==> src/rtl/keccak_byte_packer.sv <==
// Byte-stream front end for the keccak core: packs valid/ready bytes into WORD_BYTES-wide words.
// Define KECCAK_PACKER_STATS_EN to add the 16-bit completed-message counter output msg_count.
module keccak_byte_packer #(
  parameter int WORD_BYTES = 8,
  localparam int BN_W = $clog2(WORD_BYTES)
) (
  input  logic                    clk,
  input  logic                    reset,
  input  logic [7:0]              s_data,
  input  logic                    s_valid,
  input  logic                    s_last,
  input  logic                    s_flush,
  output logic                    s_ready,
  output logic [8*WORD_BYTES-1:0] in,
  output logic                    in_ready,
  output logic                    is_last,
  output logic [BN_W-1:0]         byte_num,
  input  logic                    buffer_full
`ifdef KECCAK_PACKER_STATS_EN
  , output logic [15:0]           msg_count
`endif
);

  localparam int CNT_W = BN_W + 1;

  typedef enum logic [2:0] {
    FILL           = 3'd0,
    EMIT           = 3'd1,
    EMIT_FULL_LAST = 3'd2,
    EMIT_TERM      = 3'd3,
    EMIT_LAST      = 3'd4
  } state_e;

  state_e                  state_q, state_d;
  logic [CNT_W-1:0]        cnt_q, cnt_d;
  logic [8*WORD_BYTES-1:0] word_q, word_d;
  logic                    in_ready_q, in_ready_d;
  logic                    is_last_q, is_last_d;
  logic                    s_ready_q, s_ready_d;
  logic [BN_W-1:0]         byte_num_q, byte_num_d;

  logic accept_s;
  logic flush_s;
  logic xfer_s;
  logic word_full_s;

  // A flush only counts on an idle, empty buffer; a simultaneous byte wins.
  assign accept_s    = s_ready_q & s_valid;
  assign flush_s     = s_ready_q & ~s_valid & s_flush & (cnt_q == {CNT_W{1'b0}});
  assign xfer_s      = in_ready_q & ~buffer_full;
  assign word_full_s = (cnt_q == CNT_W'(WORD_BYTES - 1));

  // Next-state and next-output computation for the pack/emit sequencer.
  always_comb begin
    state_d    = state_q;
    cnt_d      = cnt_q;
    word_d     = word_q;
    in_ready_d = in_ready_q;
    is_last_d  = is_last_q;
    byte_num_d = byte_num_q;

    case (state_q)
      FILL: begin
        if (accept_s) begin
          for (int i = 0; i < WORD_BYTES; i++) begin
            word_d[8*(WORD_BYTES-1-i) +: 8] = (cnt_q == CNT_W'(i)) ? s_data
                                                                   : word_q[8*(WORD_BYTES-1-i) +: 8];
          end
          cnt_d = cnt_q + CNT_W'(1);
          if (word_full_s && s_last) begin
            state_d    = EMIT_FULL_LAST;
            in_ready_d = 1'b1;
            is_last_d  = 1'b0;
            byte_num_d = {BN_W{1'b0}};
          end else if (word_full_s) begin
            state_d    = EMIT;
            in_ready_d = 1'b1;
            is_last_d  = 1'b0;
            byte_num_d = {BN_W{1'b0}};
          end else if (s_last) begin
            state_d    = EMIT_LAST;
            in_ready_d = 1'b1;
            is_last_d  = 1'b1;
            byte_num_d = cnt_q[BN_W-1:0] + BN_W'(1);
          end else begin
            state_d = FILL;
          end
        end else if (flush_s) begin
          state_d    = EMIT_LAST;
          in_ready_d = 1'b1;
          is_last_d  = 1'b1;
          byte_num_d = {BN_W{1'b0}};
          word_d     = {8*WORD_BYTES{1'b0}};
        end else begin
          state_d = FILL;
        end
      end

      EMIT: begin
        if (xfer_s) begin
          state_d    = FILL;
          word_d     = {8*WORD_BYTES{1'b0}};
          cnt_d      = {CNT_W{1'b0}};
          in_ready_d = 1'b0;
        end else begin
          state_d = EMIT;
        end
      end

      // A message that ends on a word boundary needs an empty final word.
      EMIT_FULL_LAST: begin
        if (xfer_s) begin
          state_d    = EMIT_TERM;
          word_d     = {8*WORD_BYTES{1'b0}};
          cnt_d      = {CNT_W{1'b0}};
          in_ready_d = 1'b1;
          is_last_d  = 1'b1;
          byte_num_d = {BN_W{1'b0}};
        end else begin
          state_d = EMIT_FULL_LAST;
        end
      end

      EMIT_TERM, EMIT_LAST: begin
        if (xfer_s) begin
          state_d    = FILL;
          word_d     = {8*WORD_BYTES{1'b0}};
          cnt_d      = {CNT_W{1'b0}};
          in_ready_d = 1'b0;
          is_last_d  = 1'b0;
          byte_num_d = {BN_W{1'b0}};
        end else begin
          state_d = state_q;
        end
      end

      default: begin
        state_d    = FILL;
        word_d     = {8*WORD_BYTES{1'b0}};
        cnt_d      = {CNT_W{1'b0}};
        in_ready_d = 1'b0;
        is_last_d  = 1'b0;
        byte_num_d = {BN_W{1'b0}};
      end
    endcase

    s_ready_d = (state_d == FILL);
  end

  // State and output registers.
  always_ff @(posedge clk or negedge reset) begin
    if (!reset) begin
      state_q    <= FILL;
      cnt_q      <= {CNT_W{1'b0}};
      word_q     <= {8*WORD_BYTES{1'b0}};
      in_ready_q <= 1'b0;
      is_last_q  <= 1'b0;
      s_ready_q  <= 1'b0;
      byte_num_q <= {BN_W{1'b0}};
    end else begin
      state_q    <= state_d;
      cnt_q      <= cnt_d;
      word_q     <= word_d;
      in_ready_q <= in_ready_d;
      is_last_q  <= is_last_d;
      s_ready_q  <= s_ready_d;
      byte_num_q <= byte_num_d;
    end
  end

  assign s_ready  = s_ready_q;
  assign in       = word_q;
  assign in_ready = in_ready_q;
  assign is_last  = is_last_q;
  assign byte_num = byte_num_q;

`ifdef KECCAK_PACKER_STATS_EN
  logic [15:0] msg_count_q, msg_count_d;

  // Count every final-word transfer; wraps naturally at 16 bits.
  always_comb begin
    if (xfer_s && is_last_q) begin
      msg_count_d = msg_count_q + 16'd1;
    end else begin
      msg_count_d = msg_count_q;
    end
  end

  // Message counter register.
  always_ff @(posedge clk or negedge reset) begin
    if (!reset) begin
      msg_count_q <= 16'd0;
    end else begin
      msg_count_q <= msg_count_d;
    end
  end

  assign msg_count = msg_count_q;
`endif

endmodule

==> config.mk <==
export PLATFORM = sky130hd
export DESIGN_NAME = keccak_byte_packer
export DESIGN_NICKNAME = d
export VERILOG_FILES = /design/src/rtl/keccak_byte_packer.sv
export SDC_FILE = /design/constraint.sdc
export NUM_CORES = 1
export LEC_CHECK = 0
export CORE_MARGIN = 2
export CORE_UTILIZATION = 35
export DETAILED_ROUTE_END_ITERATION = 16
export PLACE_DENSITY_LB_ADDON = 0.3
export REMOVE_ABC_BUFFERS = 1
export SLEW_MARGIN = 20
export SYNTH_ARGS = -nofsm -noshare
export SYNTH_HDL_FRONTEND = slang
export SYNTH_SLANG_ARGS = --single-unit
==> constraint.sdc <==
create_clock -name clk -period 3.4 [get_ports clk]
set_clock_uncertainty 0.1 [all_clocks]
set_input_delay 0.68 -clock clk [delete_from_list [all_inputs] [get_ports clk]]
set_output_delay 0.68 -clock clk [all_outputs]
set_load 0.01 [all_outputs]
**Word-level counts from Yosys, hierarchy flattened**

Index checks and enable logic that the tools add are counted.

- Flip-flop bits (word level): 77
- Input port bits: 14
- Logic and storage cells: 114

- Add/sub/neg operators: 2
- Equal/unequal tests: 27
- Multiplexer cells: 43
- Bitwise operators: 8
- Reduce and logical (&&, ||, !) cells: 20

Operators by type and width:

| cell | number |
|---|---|
| two-way mux 64 bit | 3 |
| one-hot mux 64 bit (2 select lines) | 1 |
| two-way mux 8 bit | 8 |
| two-way mux 3 bit | 12 |
| inequality test 3 bit, second input constant | 9 |
| AND reduction 3 bit | 8 |
| equality test 4 x 3 -> 1 bit, second input constant | 4 |
| two-way mux 1 bit | 12 |
| one-hot mux 3 bit (4 select lines) | 1 |
| one-hot mux 3 bit (3 select lines) | 1 |
| equality test 4 x 2 -> 1 bit, second input constant | 2 |
| two-way mux 4 bit | 2 |
| one-hot mux 4 bit (2 select lines) | 1 |
| AND reduction 4 bit | 2 |
| equality test 3 x 2 -> 1 bit, second input constant | 2 |
| logical NOT 3 bit | 2 |
| inequality test 2 x 1 -> 1 bit, second input constant | 3 |
| inequality test 2 bit, second input constant | 3 |
| OR reduction 3 bit | 2 |
| bitwise AND 1 bit | 5 |
| inequality test 5 bit, second input constant | 1 |
| AND reduction 5 bit | 1 |
| adder 4 x 1 -> 4 bit, second input constant | 1 |
| equality test 4 x 1 -> 1 bit, second input constant | 1 |
| 11 further kinds | 13 |

**Longest topological paths before layout**

- Word-level depth: 8
- Depth in mapped cells: 7
- Mapped depth without buffers: 6

**Worst setup path after synthesis**

OpenSTA, ideal clock, no wires.

- Path kind: register to register
- From: reg cnt_q[0]
- To: reg word_q[56], in the netlist in[56]
- Arrival time: 2.137 ns
- Required time: 3.175 ns
- Slack: 1.038 ns
- Stages on the path, launching flop included: 8
- Path buffers: 1
- Period minus slack after synthesis: 2.362 ns
- Path through: dfrtp_1 inv_1 ha_1 or3b_4 o31a_4 a211o_1 buf_6 mux2_4

- Longest elaborated chain between the ends: 4

Ends and longest elaborated chain:

| what | line | source |
|---|---|---|
| from (decl) | 35 | `logic [CNT_W-1:0] cnt_q, cnt_d;` |
| from (signal assigned) | 154 | `cnt_q <= {CNT_W{1'b0}};` |
| from (signal assigned) | 162 | `cnt_q <= cnt_d;` |
| logical NOT 4 bit * | 49, 66 |  |
| bitwise AND 1 bit | 49 | `assign flush_s = s_ready_q & ~s_valid & s_flush & (cnt_q == {CNT_W{1'b0}});` |
| inequality test 3 bit (no source line) | n/a |  |
| AND reduction 3 bit (no source line) * | n/a |  |
| to (signal assigned) | 155 | `word_q <= {8*WORD_BYTES{1'b0}};` |
| to (signal assigned) | 163 | `word_q <= word_d;` |
| to (decl) | 36 | `logic [8*WORD_BYTES-1:0] word_q, word_d;` |

Mark *: on every way between the ends. The rest lies on a longest branch, timed or not.
A chain may end at the register's enable or synchronous reset.

**Worst setup path after layout**

- From: in s_valid
- To: reg word_q[61], in the netlist in[61]

- Longest elaborated chain between the ends: 6

Ends and longest elaborated chain:

| what | line | source |
|---|---|---|
| from (decl) | 10 | `input logic s_valid,` |
| inverter 1 bit | 49 |  |
| bitwise AND 1 bit (3 in series) | 49 |  |
| inequality test 3 bit (no source line) | n/a |  |
| AND reduction 3 bit (no source line) | n/a |  |

Several ways; a longest one is shown, not always the timed one.

==> metrics.yaml <==
max_slew_margin_pct: 34.2
synth_mux_area_share_pct: 22.8
clk_pin_slew_ns: 0.08
leakagePower_uw: 0.00215
synth_top_area_share_pct: 55.1
grt_usage_pct: 16.4
first_pass_iters: 4
yosysMostFrequentCell: "dfrtp_1"
io_pins: 84
drcViolationCount: 0
wl_per_cell_um: 17.7
ctsHoldBuffers: 0
drt_iter0_markers: 64
finalHoldViolCount: 0
synth_area_leader_cell: "dfrtp_1"
pwr-share-comb_pct: 2.1
rsz0062_at_grt: "false"
synthTopCellsByCount: "dfrtp_1 (77), mux2_2 (60), clkbuf_1 (11), nand2_1 (11), and3_1 (10)"
r2r_slack_ns: 0.76
place_congestion: 0.840
start_kind: "primary input"
start_util_pct: 35.9
crit_slowest_cell: "clkdlybuf4s50_1"
cp.arrival_ns: 2.90
ys.flop_type: "dfrtp_1"
synth.ff_latch_count: 77
worstMarginPinSlew_ns: 0.987
synthXorXnorAreaFrac_pct: 0.251
io_buffers: 83
vias_per_cell: 4.93
synth_top_cells_by_area: "dfrtp_1 (55%), mux2_2 (19%), mux2_4 (3.4%)"
setup_tns_ns: 0
area_growth_pct: 33.1
synth_top_family_by_area: "multiplexers"
cp-startpoint: "s_valid"
cts_root_buf: "clkbuf_8"
p_seq_share_pct: 54.6
clk-insertion-delay-late_ns: 0.35
slowest_delay_ns: 0.58
final_cells: 475
p_int_uw: 1280
crit_end: "in[61]"
status: "finished clean"
slew_viol_final: 0
end_kind: "flip-flop"
yosys_warnings: 0
die_h_um: 104
yosysSeqAreaShare_pct: 55.1
cts_buffers: 9
met3_usage_pct: 4.39
grt_pass1_wl_mm: 13.7
core_area_mm2: 0.00973
die_w_um: 104
power.density_mw_per_mm2: 360
dr_total_vias: 2343
maxCapViolCount: 0
cts_tree: "yes"
grt_max_degree: 78
place_inst: 459
num_antenna_cells: 0
postRouteAntennaNets: 0
rr_startpoint: "cnt_q[0]"
worstPathCellList: "clkdlybuf4s50_1, a2111oi_4, o31a_4, a211o_1, mux2_4"
final_nets: 355
htree_levels: 3
postSynthCellCount: 254
post_cts_buffers: 0
grt_pass1_vias: 2426
synth_edf_count: 0
post-route-period-util_pct: 81.4
p_sw_uw: 398
power_switching_share_pct: 23.7
use_met1_pct: 20.3
num_rows: 36
synthesis.area_mm2: 0.00350
criticalPathCategory: "in -> reg"
dpl.hpwl_mm: 5.68
grt_overflow: 0
clk_path_buf_depth: 2
antenna_found_initial: 0
wirelength_mm: 8.39
p_clk_share_pct: 43.3
synth_compound_area_share_pct: 8.91
worst_r2r_path_depth: 6
grt_util_met2_pct: 27.1
synth_cell_types: 43
drive_gt1_share_pct: 31.3
yosys.area_share.simple_pct: 8.95
setup_violations: 0
dieArea_mm2: 0.0108
cp_max_fo: 8
r2r-end: "in[33]"
synth.avg_cell_area_um2: 13.8
required_ns: 3.53
synthAdderAreaFrac_pct: 1.43
cts_resized: 0
async_flop_share_pct: 100
cts.sinks: 77
busiest_layer: "met2"
min_path_type: "in -> async"
fmax_ghz: 0.361
vdd_drop_max_v: 0.000195
period_minus_slack_ns: 2.77
## cells by family (layout without fill, tap and decap cells)
logic type               count (synthesis)  in the layout
AND/OR/NAND/NOR                         55             55
adder cells (fa/ha/maj)                  4              4
buffers and inverters                   19            107
AO/OA/AOI/OAI                           30             30
multiplexers                            68             68
flip-flops                              77             77
XOR/XNOR                                 1              1
## worst max-delay path, delay by kind of cell
family	cells	cell delay (ns)
mux	1	0.34
compound gates	3	1.29
buf+inv	1	0.58
## how the worst min path moves through the flow
stage | cells past startpoint | slack [ns] | end | startpoint
after detailed placement | 1 | 0.39 | in[44] | in[44]
after floorplan | 0 | 0.28 | byte_num[0] | reset
after global placement | 1 | 0.39 | in[9] | in[9]
after global routing | 1 | 0.43 | in[24] | in[24]
final | 1 | 0.36 | in[45] | reset
after CTS | 1 | 0.42 | in[42] | reset
## metal layers
layer | vias up | share of wire (%)
li1 | 1076 | -
met1 | 1204 | 44
met2 | 49 | 49
met3 | 14 | 4.9
met4 | 0 | 2.1
met5 | - | 0
## per-stage QoR
step           instance area [um2]  utilization, %  worst slack (ns)  total power (uW)  hold WS [ns]
4_1_cts                       4650            47.8             0.647              1700         0.415
6_report                      4650            47.8             0.631              1670         0.364
5_1_grt                       4650            47.8             0.540              1750         0.429
3_3_place_gp                  4450            45.7             0.345               969         0.388
3_5_place_dp                  4450            45.7             0.283               970         0.395
2_1_floorplan                 3420               -             0.982               934         0.284
## state kept, by name (all words and copies together), names as in the netlist
name	count
in_ready	1
is_last	1
state_q	3
cnt_q	4
s_ready	1
in	64
byte_num	3
## power by group through the flow
stage / logic [uW] / clock network [uW] / registers, uW
floorplan: 0.766 / 0 / 933
global placement: 36.2 / 0 / 933
detailed placement: 36.9 / 0 / 933
CTS: 36.9 / 744 / 915
global route: 40.2 / 792 / 915
finish: 35.1 / 725 / 915
## final cells by class
type | count | area [um2]
Tap cell | 133 | 166
Multi-Input combinational cell | 158 | 1480
Inverter | 3 | 11.3
Fill cell | 914 | 5070
Timing Repair Buffer | 88 | 866
Clock buffer | 9 | 124
Sequential cell | 77 | 1930
Clock inverter | 7 | 81.3
## placed cells by master, fill, tap and decap left out, drive strengths merged, types with 2 or more instances in the layout
master / n
inv: 6
buf: 6
dfrtp: 77
ha: 4
and3b: 3
o211ai: 4
clkbuf: 9
clkinvlp: 3
a211oi: 3
or3b: 2
mux2: 68
nor2: 8
nand2: 11
nand3: 5
o21ai: 7
a21o: 3
o31ai: 3
nand2b: 3
clkdlybuf4s50: 82
nor3: 5
and3: 10
(Power assumes the default switching activity.)
